<file path="src/rtl/instruction_fetcher_if.sv">
// Bus bundle between the instruction fetcher, its memory_controller port
// and the decode stage. The master side is the fetcher; the slave side is
// the surrounding environment (controller plus decoder).
interface instruction_fetcher_if;
    // memory_controller request side
    logic       mem_en;
    logic       mem_burst_en;
    logic [7:0] mem_addr;
    logic [7:0] mem_di;
    logic       mem_we;
    logic       mem_do_ack;
    logic [7:0] mem_do;
    // redirect from the execute side
    logic       jump;
    logic [7:0] jump_addr;
    // decode-side valid/ready stream
    logic [7:0] instr;
    logic [7:0] instr_pc;
    logic       instr_valid;
    logic       instr_ready;

    modport master (
        output mem_en, mem_burst_en, mem_addr, mem_di, mem_we,
        output instr, instr_pc, instr_valid,
        input  mem_do_ack, mem_do, jump, jump_addr, instr_ready
    );

    modport slave (
        input  mem_en, mem_burst_en, mem_addr, mem_di, mem_we,
        input  instr, instr_pc, instr_valid,
        output mem_do_ack, mem_do, jump, jump_addr, instr_ready
    );
endinterface

</file>
<file path="src/rtl/instruction_fetcher.sv">
// Sequential instruction-byte fetcher. Requests bytes from memory_controller
// at fetch_pc, buffers acknowledged bytes with their address in a small FIFO
// and hands them to decode over valid/ready. A jump flushes the FIFO, moves
// fetch_pc to the target and spends one dead cycle (FLUSH) so that any ack
// still in flight for the old stream is thrown away.
module instruction_fetcher #(
    parameter int         DEPTH    = 4,
    parameter logic [7:0] RESET_PC = 8'h00
) (
    input  logic                 clk,
    input  logic                 reset,
    instruction_fetcher_if.master bus
);
    localparam int PTR_W = $clog2(DEPTH);
    localparam int CNT_W = PTR_W + 1;

    localparam logic [PTR_W-1:0] ZERO_PTR  = {PTR_W{1'b0}};
    localparam logic [PTR_W-1:0] ONE_PTR   = PTR_W'(1);
    localparam logic [CNT_W-1:0] ZERO_CNT  = {CNT_W{1'b0}};
    localparam logic [CNT_W-1:0] ONE_CNT   = CNT_W'(1);
    localparam logic [CNT_W-1:0] FULL_CNT  = CNT_W'(DEPTH);
    // Burst is only hinted while at least two slots remain, so a burst
    // beat arriving one cycle late still has room.
    localparam logic [CNT_W-1:0] BURST_MAX = CNT_W'(DEPTH - 2);

    typedef enum logic [1:0] {
        ST_IDLE  = 2'd0,
        ST_FETCH = 2'd1,
        ST_STALL = 2'd2,
        ST_FLUSH = 2'd3
    } state_t;

    state_t           state_r;
    state_t           state_next_s;
    logic [7:0]       fetch_pc_r;
    logic [7:0]       fetch_pc_next_s;
    logic [7:0]       fifo_pc_r   [DEPTH];
    logic [7:0]       fifo_byte_r [DEPTH];
    logic [PTR_W-1:0] rd_ptr_r;
    logic [PTR_W-1:0] wr_ptr_r;
    logic [PTR_W-1:0] rd_ptr_next_s;
    logic [PTR_W-1:0] wr_ptr_next_s;
    logic [CNT_W-1:0] count_r;
    logic [CNT_W-1:0] count_next_s;
    logic             full_s;
    logic             push_s;
    logic             pop_s;

    // Push/pop qualifiers; a jump suppresses both so the old stream dies.
    always_comb begin
        full_s = (count_r == FULL_CNT);
        pop_s  = (count_r != ZERO_CNT) && bus.instr_ready && !bus.jump;
        // Acks outside FETCH, or into a full FIFO with no pop, are dropped;
        // fetch_pc then stays put and the same address is requested again.
        push_s = bus.mem_do_ack && (state_r == ST_FETCH) && !bus.jump
                 && (!full_s || pop_s);
    end

    // Next values of fetch_pc, pointers and occupancy; jump clears the FIFO.
    always_comb begin
        rd_ptr_next_s   = rd_ptr_r;
        wr_ptr_next_s   = wr_ptr_r;
        count_next_s    = count_r;
        fetch_pc_next_s = fetch_pc_r;
        if (bus.jump) begin
            rd_ptr_next_s   = ZERO_PTR;
            wr_ptr_next_s   = ZERO_PTR;
            count_next_s    = ZERO_CNT;
            fetch_pc_next_s = bus.jump_addr;
        end else begin
            if (push_s) begin
                wr_ptr_next_s   = wr_ptr_r + ONE_PTR;
                fetch_pc_next_s = fetch_pc_r + 8'h01;
            end else begin
                wr_ptr_next_s   = wr_ptr_r;
                fetch_pc_next_s = fetch_pc_r;
            end
            if (pop_s) begin
                rd_ptr_next_s = rd_ptr_r + ONE_PTR;
            end else begin
                rd_ptr_next_s = rd_ptr_r;
            end
            case ({push_s, pop_s})
                2'b10:   count_next_s = count_r + ONE_CNT;
                2'b01:   count_next_s = count_r - ONE_CNT;
                default: count_next_s = count_r;
            endcase
        end
    end

    // Fetch FSM next-state: jump always lands in FLUSH, FETCH stalls on full.
    always_comb begin
        state_next_s = state_r;
        case (state_r)
            ST_IDLE: begin
                if (bus.jump) begin
                    state_next_s = ST_FLUSH;
                end else begin
                    state_next_s = ST_FETCH;
                end
            end
            ST_FETCH: begin
                if (bus.jump) begin
                    state_next_s = ST_FLUSH;
                end else if (count_next_s == FULL_CNT) begin
                    state_next_s = ST_STALL;
                end else begin
                    state_next_s = ST_FETCH;
                end
            end
            ST_STALL: begin
                if (bus.jump) begin
                    state_next_s = ST_FLUSH;
                end else if (count_r < FULL_CNT) begin
                    state_next_s = ST_FETCH;
                end else begin
                    state_next_s = ST_STALL;
                end
            end
            ST_FLUSH: begin
                if (bus.jump) begin
                    state_next_s = ST_FLUSH;
                end else begin
                    state_next_s = ST_FETCH;
                end
            end
            default: state_next_s = ST_IDLE;
        endcase
    end

    // Output decode: request/burst from state and occupancy, head from rd_ptr.
    always_comb begin
        bus.mem_en       = (state_r == ST_FETCH);
        bus.mem_burst_en = (state_r == ST_FETCH) && (count_r <= BURST_MAX);
        bus.mem_addr     = fetch_pc_r;
        bus.mem_di       = 8'h00;
        bus.mem_we       = 1'b0;
        bus.instr_valid  = (count_r != ZERO_CNT);
        bus.instr        = fifo_byte_r[rd_ptr_r];
        bus.instr_pc     = fifo_pc_r[rd_ptr_r];
    end

    // Control registers: FSM state, fetch address, FIFO pointers and count.
    always_ff @(posedge clk or negedge reset) begin
        if (!reset) begin
            state_r    <= ST_IDLE;
            fetch_pc_r <= RESET_PC;
            rd_ptr_r   <= ZERO_PTR;
            wr_ptr_r   <= ZERO_PTR;
            count_r    <= ZERO_CNT;
        end else begin
            state_r    <= state_next_s;
            fetch_pc_r <= fetch_pc_next_s;
            rd_ptr_r   <= rd_ptr_next_s;
            wr_ptr_r   <= wr_ptr_next_s;
            count_r    <= count_next_s;
        end
    end

    // FIFO storage; cleared on reset so the head reads as zero until filled.
    always_ff @(posedge clk or negedge reset) begin
        if (!reset) begin
            for (int i = 0; i < DEPTH; i++) begin
                fifo_pc_r[i]   <= 8'h00;
                fifo_byte_r[i] <= 8'h00;
            end
        end else if (push_s) begin
            fifo_pc_r[wr_ptr_r]   <= fetch_pc_r;
            fifo_byte_r[wr_ptr_r] <= bus.mem_do;
        end
    end

endmodule
</file>
<file path="src/flat_wrapper.sv">
// flat-port wrapper written by rule: the top's interface ports become plain ports
module instruction_fetcher_flat 
#(
    parameter int         DEPTH    = 4,
    parameter logic [7:0] RESET_PC = 8'h00
)
  (clk, reset, bus_mem_en, bus_mem_burst_en, bus_mem_addr, bus_mem_di, bus_mem_we, bus_instr, bus_instr_pc, bus_instr_valid, bus_mem_do_ack, bus_mem_do, bus_jump, bus_jump_addr, bus_instr_ready);
  instruction_fetcher_if bus_i ();
  input  logic clk;
  input  logic reset;
  output wire logic [$bits(bus_i.mem_en)-1:0] bus_mem_en;
  output wire logic [$bits(bus_i.mem_burst_en)-1:0] bus_mem_burst_en;
  output wire logic [$bits(bus_i.mem_addr)-1:0] bus_mem_addr;
  output wire logic [$bits(bus_i.mem_di)-1:0] bus_mem_di;
  output wire logic [$bits(bus_i.mem_we)-1:0] bus_mem_we;
  output wire logic [$bits(bus_i.instr)-1:0] bus_instr;
  output wire logic [$bits(bus_i.instr_pc)-1:0] bus_instr_pc;
  output wire logic [$bits(bus_i.instr_valid)-1:0] bus_instr_valid;
  input wire logic [$bits(bus_i.mem_do_ack)-1:0] bus_mem_do_ack;
  input wire logic [$bits(bus_i.mem_do)-1:0] bus_mem_do;
  input wire logic [$bits(bus_i.jump)-1:0] bus_jump;
  input wire logic [$bits(bus_i.jump_addr)-1:0] bus_jump_addr;
  input wire logic [$bits(bus_i.instr_ready)-1:0] bus_instr_ready;
  assign bus_mem_en = bus_i.mem_en;
  assign bus_mem_burst_en = bus_i.mem_burst_en;
  assign bus_mem_addr = bus_i.mem_addr;
  assign bus_mem_di = bus_i.mem_di;
  assign bus_mem_we = bus_i.mem_we;
  assign bus_instr = bus_i.instr;
  assign bus_instr_pc = bus_i.instr_pc;
  assign bus_instr_valid = bus_i.instr_valid;
  assign bus_i.mem_do_ack = bus_mem_do_ack;
  assign bus_i.mem_do = bus_mem_do;
  assign bus_i.jump = bus_jump;
  assign bus_i.jump_addr = bus_jump_addr;
  assign bus_i.instr_ready = bus_instr_ready;
  instruction_fetcher #(.DEPTH(DEPTH), .RESET_PC(RESET_PC)) u_core (.clk(clk), .reset(reset), .bus(bus_i));
endmodule
</file>
<file path="config.mk">
export PLATFORM = sky130hd
export DESIGN_NAME = instruction_fetcher_flat
export DESIGN_NICKNAME = d
export VERILOG_FILES = /design/src/rtl/instruction_fetcher_if.sv /design/src/rtl/instruction_fetcher.sv /design/src/flat_wrapper.sv
export SDC_FILE = /design/constraint.sdc
export NUM_CORES = 1
export LEC_CHECK = 0
export ABC_AREA = 1
export CAP_MARGIN = 20
export CORE_MARGIN = 2
export CORE_UTILIZATION = 60
export CTS_BUF_LIST = sky130_fd_sc_hd__clkbuf_16
export DETAILED_ROUTE_END_ITERATION = 6
export PLACE_DENSITY = 0.83
export SETUP_SLACK_MARGIN = 0.3
export SLEW_MARGIN = 20
export SYNTH_ARGS = -nofsm -noshare
export SYNTH_HDL_FRONTEND = slang
export SYNTH_SLANG_ARGS = --single-unit
</file>
<file path="constraint.sdc">
create_clock -name clk -period 6.1 [get_ports clk]
set_input_delay 0.915 -clock clk [delete_from_list [all_inputs] [get_ports clk]]
set_output_delay 0.915 -clock clk [all_outputs]
set_load 0.01 [all_outputs]
</file>
==> results.py <==
metrics = {
    "logic_synthesis": {
        "synth-seq-cells": 81,
        "synth-edff-count": 0,
        "avgSynthCellArea_um2": 8.387,
        "syn_inst": 512,
        "synth_cell_types": 36,
        "ys_warn_count": 0,
        "ys.flop_type": "dfrtp_1",
        "async_flop_share_pct": 100.0,
        "syn_area_um2": 4294,
        "ys_seq_area_share_pct": 47.20,
    },
    "sta": {
        "rsz0062_at_grt": "false",
        "fin_skew_ns": 0.004544,
        "fin_hold_ws_ns": 0.4837,
        "maxSlewHeadroom_pct": 33.06,
        "finalSetupTns_ns": 0,
        "setup_viol": 0,
        "fmax_ghz": 0.2275,
        "period_share_pct": 72.07,
        "layout_min_cycle_time_ns": 4.396,
        "slew_viol_final": 0,
        "worst_pin_slew_ns": 0.9979,
        "finalHoldViolCount": 0,
    },
    "setup_path": {
        "endpoint": "bus_instr[5]",
        "path_cells": "clkinv_1 -> o21ai_0 -> o22ai_1 -> clkdlybuf4s50_1",
        "r2r-end": "u_core.rd_ptr_r[0]",
        "slowest_delay_ns": 1.08,
        "start_kind": "flip-flop",
        "setup.worst_path.start": "u_core.rd_ptr_r[0]",
        "reg2reg_slack_ns": 3.32,
        "worst-setup-path-type": "reg2out",
        "cp_data_required_time_ns": 5.18,
        "rr_startpoint": "u_core.rd_ptr_r[0]",
        "reg2reg_depth": 3,
        "crit_arrival_ns": 3.48,
        "slowest_stage": "clkinv_1",
        "worst_setup_path_end_kind": "primary output",
        "cp_max_fo": 36,
    },
    "finish": {
        "final_cells": 644,
        "final_area_um2": 4974,
        "area_delta_synth_final_pct": 15.82,
        "mostFrequentLayoutCell": "nand2_1",
        "final_cell_mix": "nand2_1, dfrtp_1, o21ai_0",
        "fin_util_pct": 72.40,
        "antenna_cells": 0,
        "drive_gt1_share_pct": 8.942,
        "nNetsFinal": 574,
    },
    "clock_tree": {
        "numCtsBuffers": 9,
        "cts_sinks": 81,
        "htreeDepth": 3,
        "post_cts_buffers": 0,
        "cts-root-buf": "clkbuf_16",
        "post_cts_resized": 0,
        "holdBufCountCts": 0,
        "worst_skew_pair.late_latency_ns": 0.33,
        "clk_pin_slew_ns": 0.06,
        "cts_tree": "done",
        "clockBufferDepth": 2,
    },
    "drt": {
        "wl_um": 9823,
        "drt_iter0_drc": 245,
        "viasPerCell": 5.649,
        "post_drt_wl_per_cell_um": 15.25,
        "drt_pass1_iterations": 5,
        "ant_nets": 0,
        "route.vias.total": 3638,
        "drc_errors": 0,
    },
    "die": {
        "rows": 30,
        "initial_utilization_pct": 62.51,
        "die-area_um2": 7850,
        "die_w_um": 88.60,
        "ios": 57,
        "core_um2": 6869,
        "die_h_um": 88.60,
    },
    "global_route": {
        "grt_usage_pct": 27.74,
        "grt_max_degree": 82,
        "antenna_found_initial": 0,
        "overflow": 0,
        "grt_pass1_vias": 3509,
        "grt_first_pass_wirelength_um": 16640,
    },
    "placement": {
        "io_buffer_count": 47,
        "place_inst": 628,
        "gp_congestion": 0.8387,
        "dp_hpwl_um": 6195,
        "dpl_cell_area_um2": 4683,
    },
    "run": {
        "max-cap-violations": 0,
    },
    "power": {
        "power.leakage_nw": 2.478,
        "ir_drop_uv": 203.9,
        "power.density_nw_per_um2": 428.4,
    },
    "outcome": {
        "status": "completed",
    },
    "worst_hold_path": {
        "hp-class": "reg2reg",
    },
}
flip-flops by register name (all words and copies together), names as in the netlist:
signal,cells
u_core.bus.mem_addr,8
u_core.count_r,3
u_core.fifo_byte_r,32
u_core.fifo_pc_r,32
u_core.rd_ptr_r,2
u_core.state_r,2
u_core.wr_ptr_r,2
metrics by stage:
stage | power [mW] | setup WS (ns)
global placement | 1.574 | 2.133
CTS | 2.137 | 1.712
detailed placement | 1.613 | 2.068
finish | 2.130 | 1.704
floorplan | 1.311 | 3.323
global route | 2.272 | 1.436
cell usage after synthesis (2+ instances only):
master	number	area (µm²)
ha_1	9	112.6
o21a_1	12	90.09
buf_2	6	30.03
nor2_4	2	22.52
dfrtp_1	81	2027
nand2_8	2	40.04
nand2_1	147	551.8
nor2_1	48	180.2
o21ai_2	9	78.83
clkbuf_2	4	20.02
inv_2	3	11.26
nand3_2	3	30.03
nand2_2	6	37.54
buf_12	2	40.04
xnor2_1	2	17.52
a21oi_1	5	25.02
o22ai_1	16	100.1
nor2_8	4	80.08
buf_4	14	105.1
nor2_2	2	12.51
nand3_1	14	70.07
o21ai_1	2	10.01
clkbuf_1	8	30.03
o21ai_0	80	400.4
inv_1	20	75.07
per-layer routing:
layer,vias up,track usage [%],share of wire (%)
li1,1727,-,-
met1,1753,37.16,42
met2,127,44.91,50
met3,31,3.918,5.2
met4,0,13.09,2.9
met5,-,0,0
report_power, final:
part / switching, mW / leakage [nW] / internal, mW
combinational: 0.415 / 1.29 / 0.346
clock: 0.210 / 0.134 / 0.312
sequential: 0.132 / 1.05 / 0.716
total: 0.757 / 2.48 / 1.37
critical path, delay by kind of cell (launching register included):
| family | cells | cell delay, ns |
|---|---|---|
| AOI/OAI and AO/OA | 2 | 0.62 |
| buffers and inverters | 2 | 1.57 |
| DFF | 1 | 0.94 |
worst min-delay path by stage:
stage                            from                      to  slack (ns)  cells past startpoint
2_1_floorplan  u_core.fifo_byte_r[16]  u_core.fifo_byte_r[16]        0.45                      2
3_3_place_gp   u_core.fifo_byte_r[16]  u_core.fifo_byte_r[16]        0.46                      2
3_5_place_dp   u_core.fifo_byte_r[16]  u_core.fifo_byte_r[16]        0.47                      2
4_1_cts        u_core.fifo_byte_r[16]  u_core.fifo_byte_r[16]        0.48                      2
5_1_grt          u_core.fifo_pc_r[23]    u_core.fifo_pc_r[23]        0.51                      1
6_report       u_core.fifo_byte_r[27]  u_core.fifo_byte_r[27]        0.48                      2
area by class of cell:
| class | count | area (µm²) |
|---|---|---|
| fillers | 525 | 1896 |
| inverters | 25 | 106.4 |
| clock inverters | 7 | 61.31 |
| well taps | 96 | 120.1 |
| clock buffers | 9 | 225.2 |
| multi-input cells | 379 | 1962 |
| repair buffers | 47 | 471.7 |
| flip-flops and latches | 81 | 2027 |
cell families (layout without fill, tap and decap cells):
logic type	Yosys count	after routing	share of synthesized area, %
AOI/OAI and AO/OA	126	126	16.75
buffers and inverters	60	88	7.809
xor gates and xnor gates	2	2	0.4080
DFF	81	81	47.20
and+or+nand+nor	232	232	24.65
other	1	9	0.08733
adders and majority gates	10	10	3.089
No activity file was read; power rests on OpenSTA's default activity.
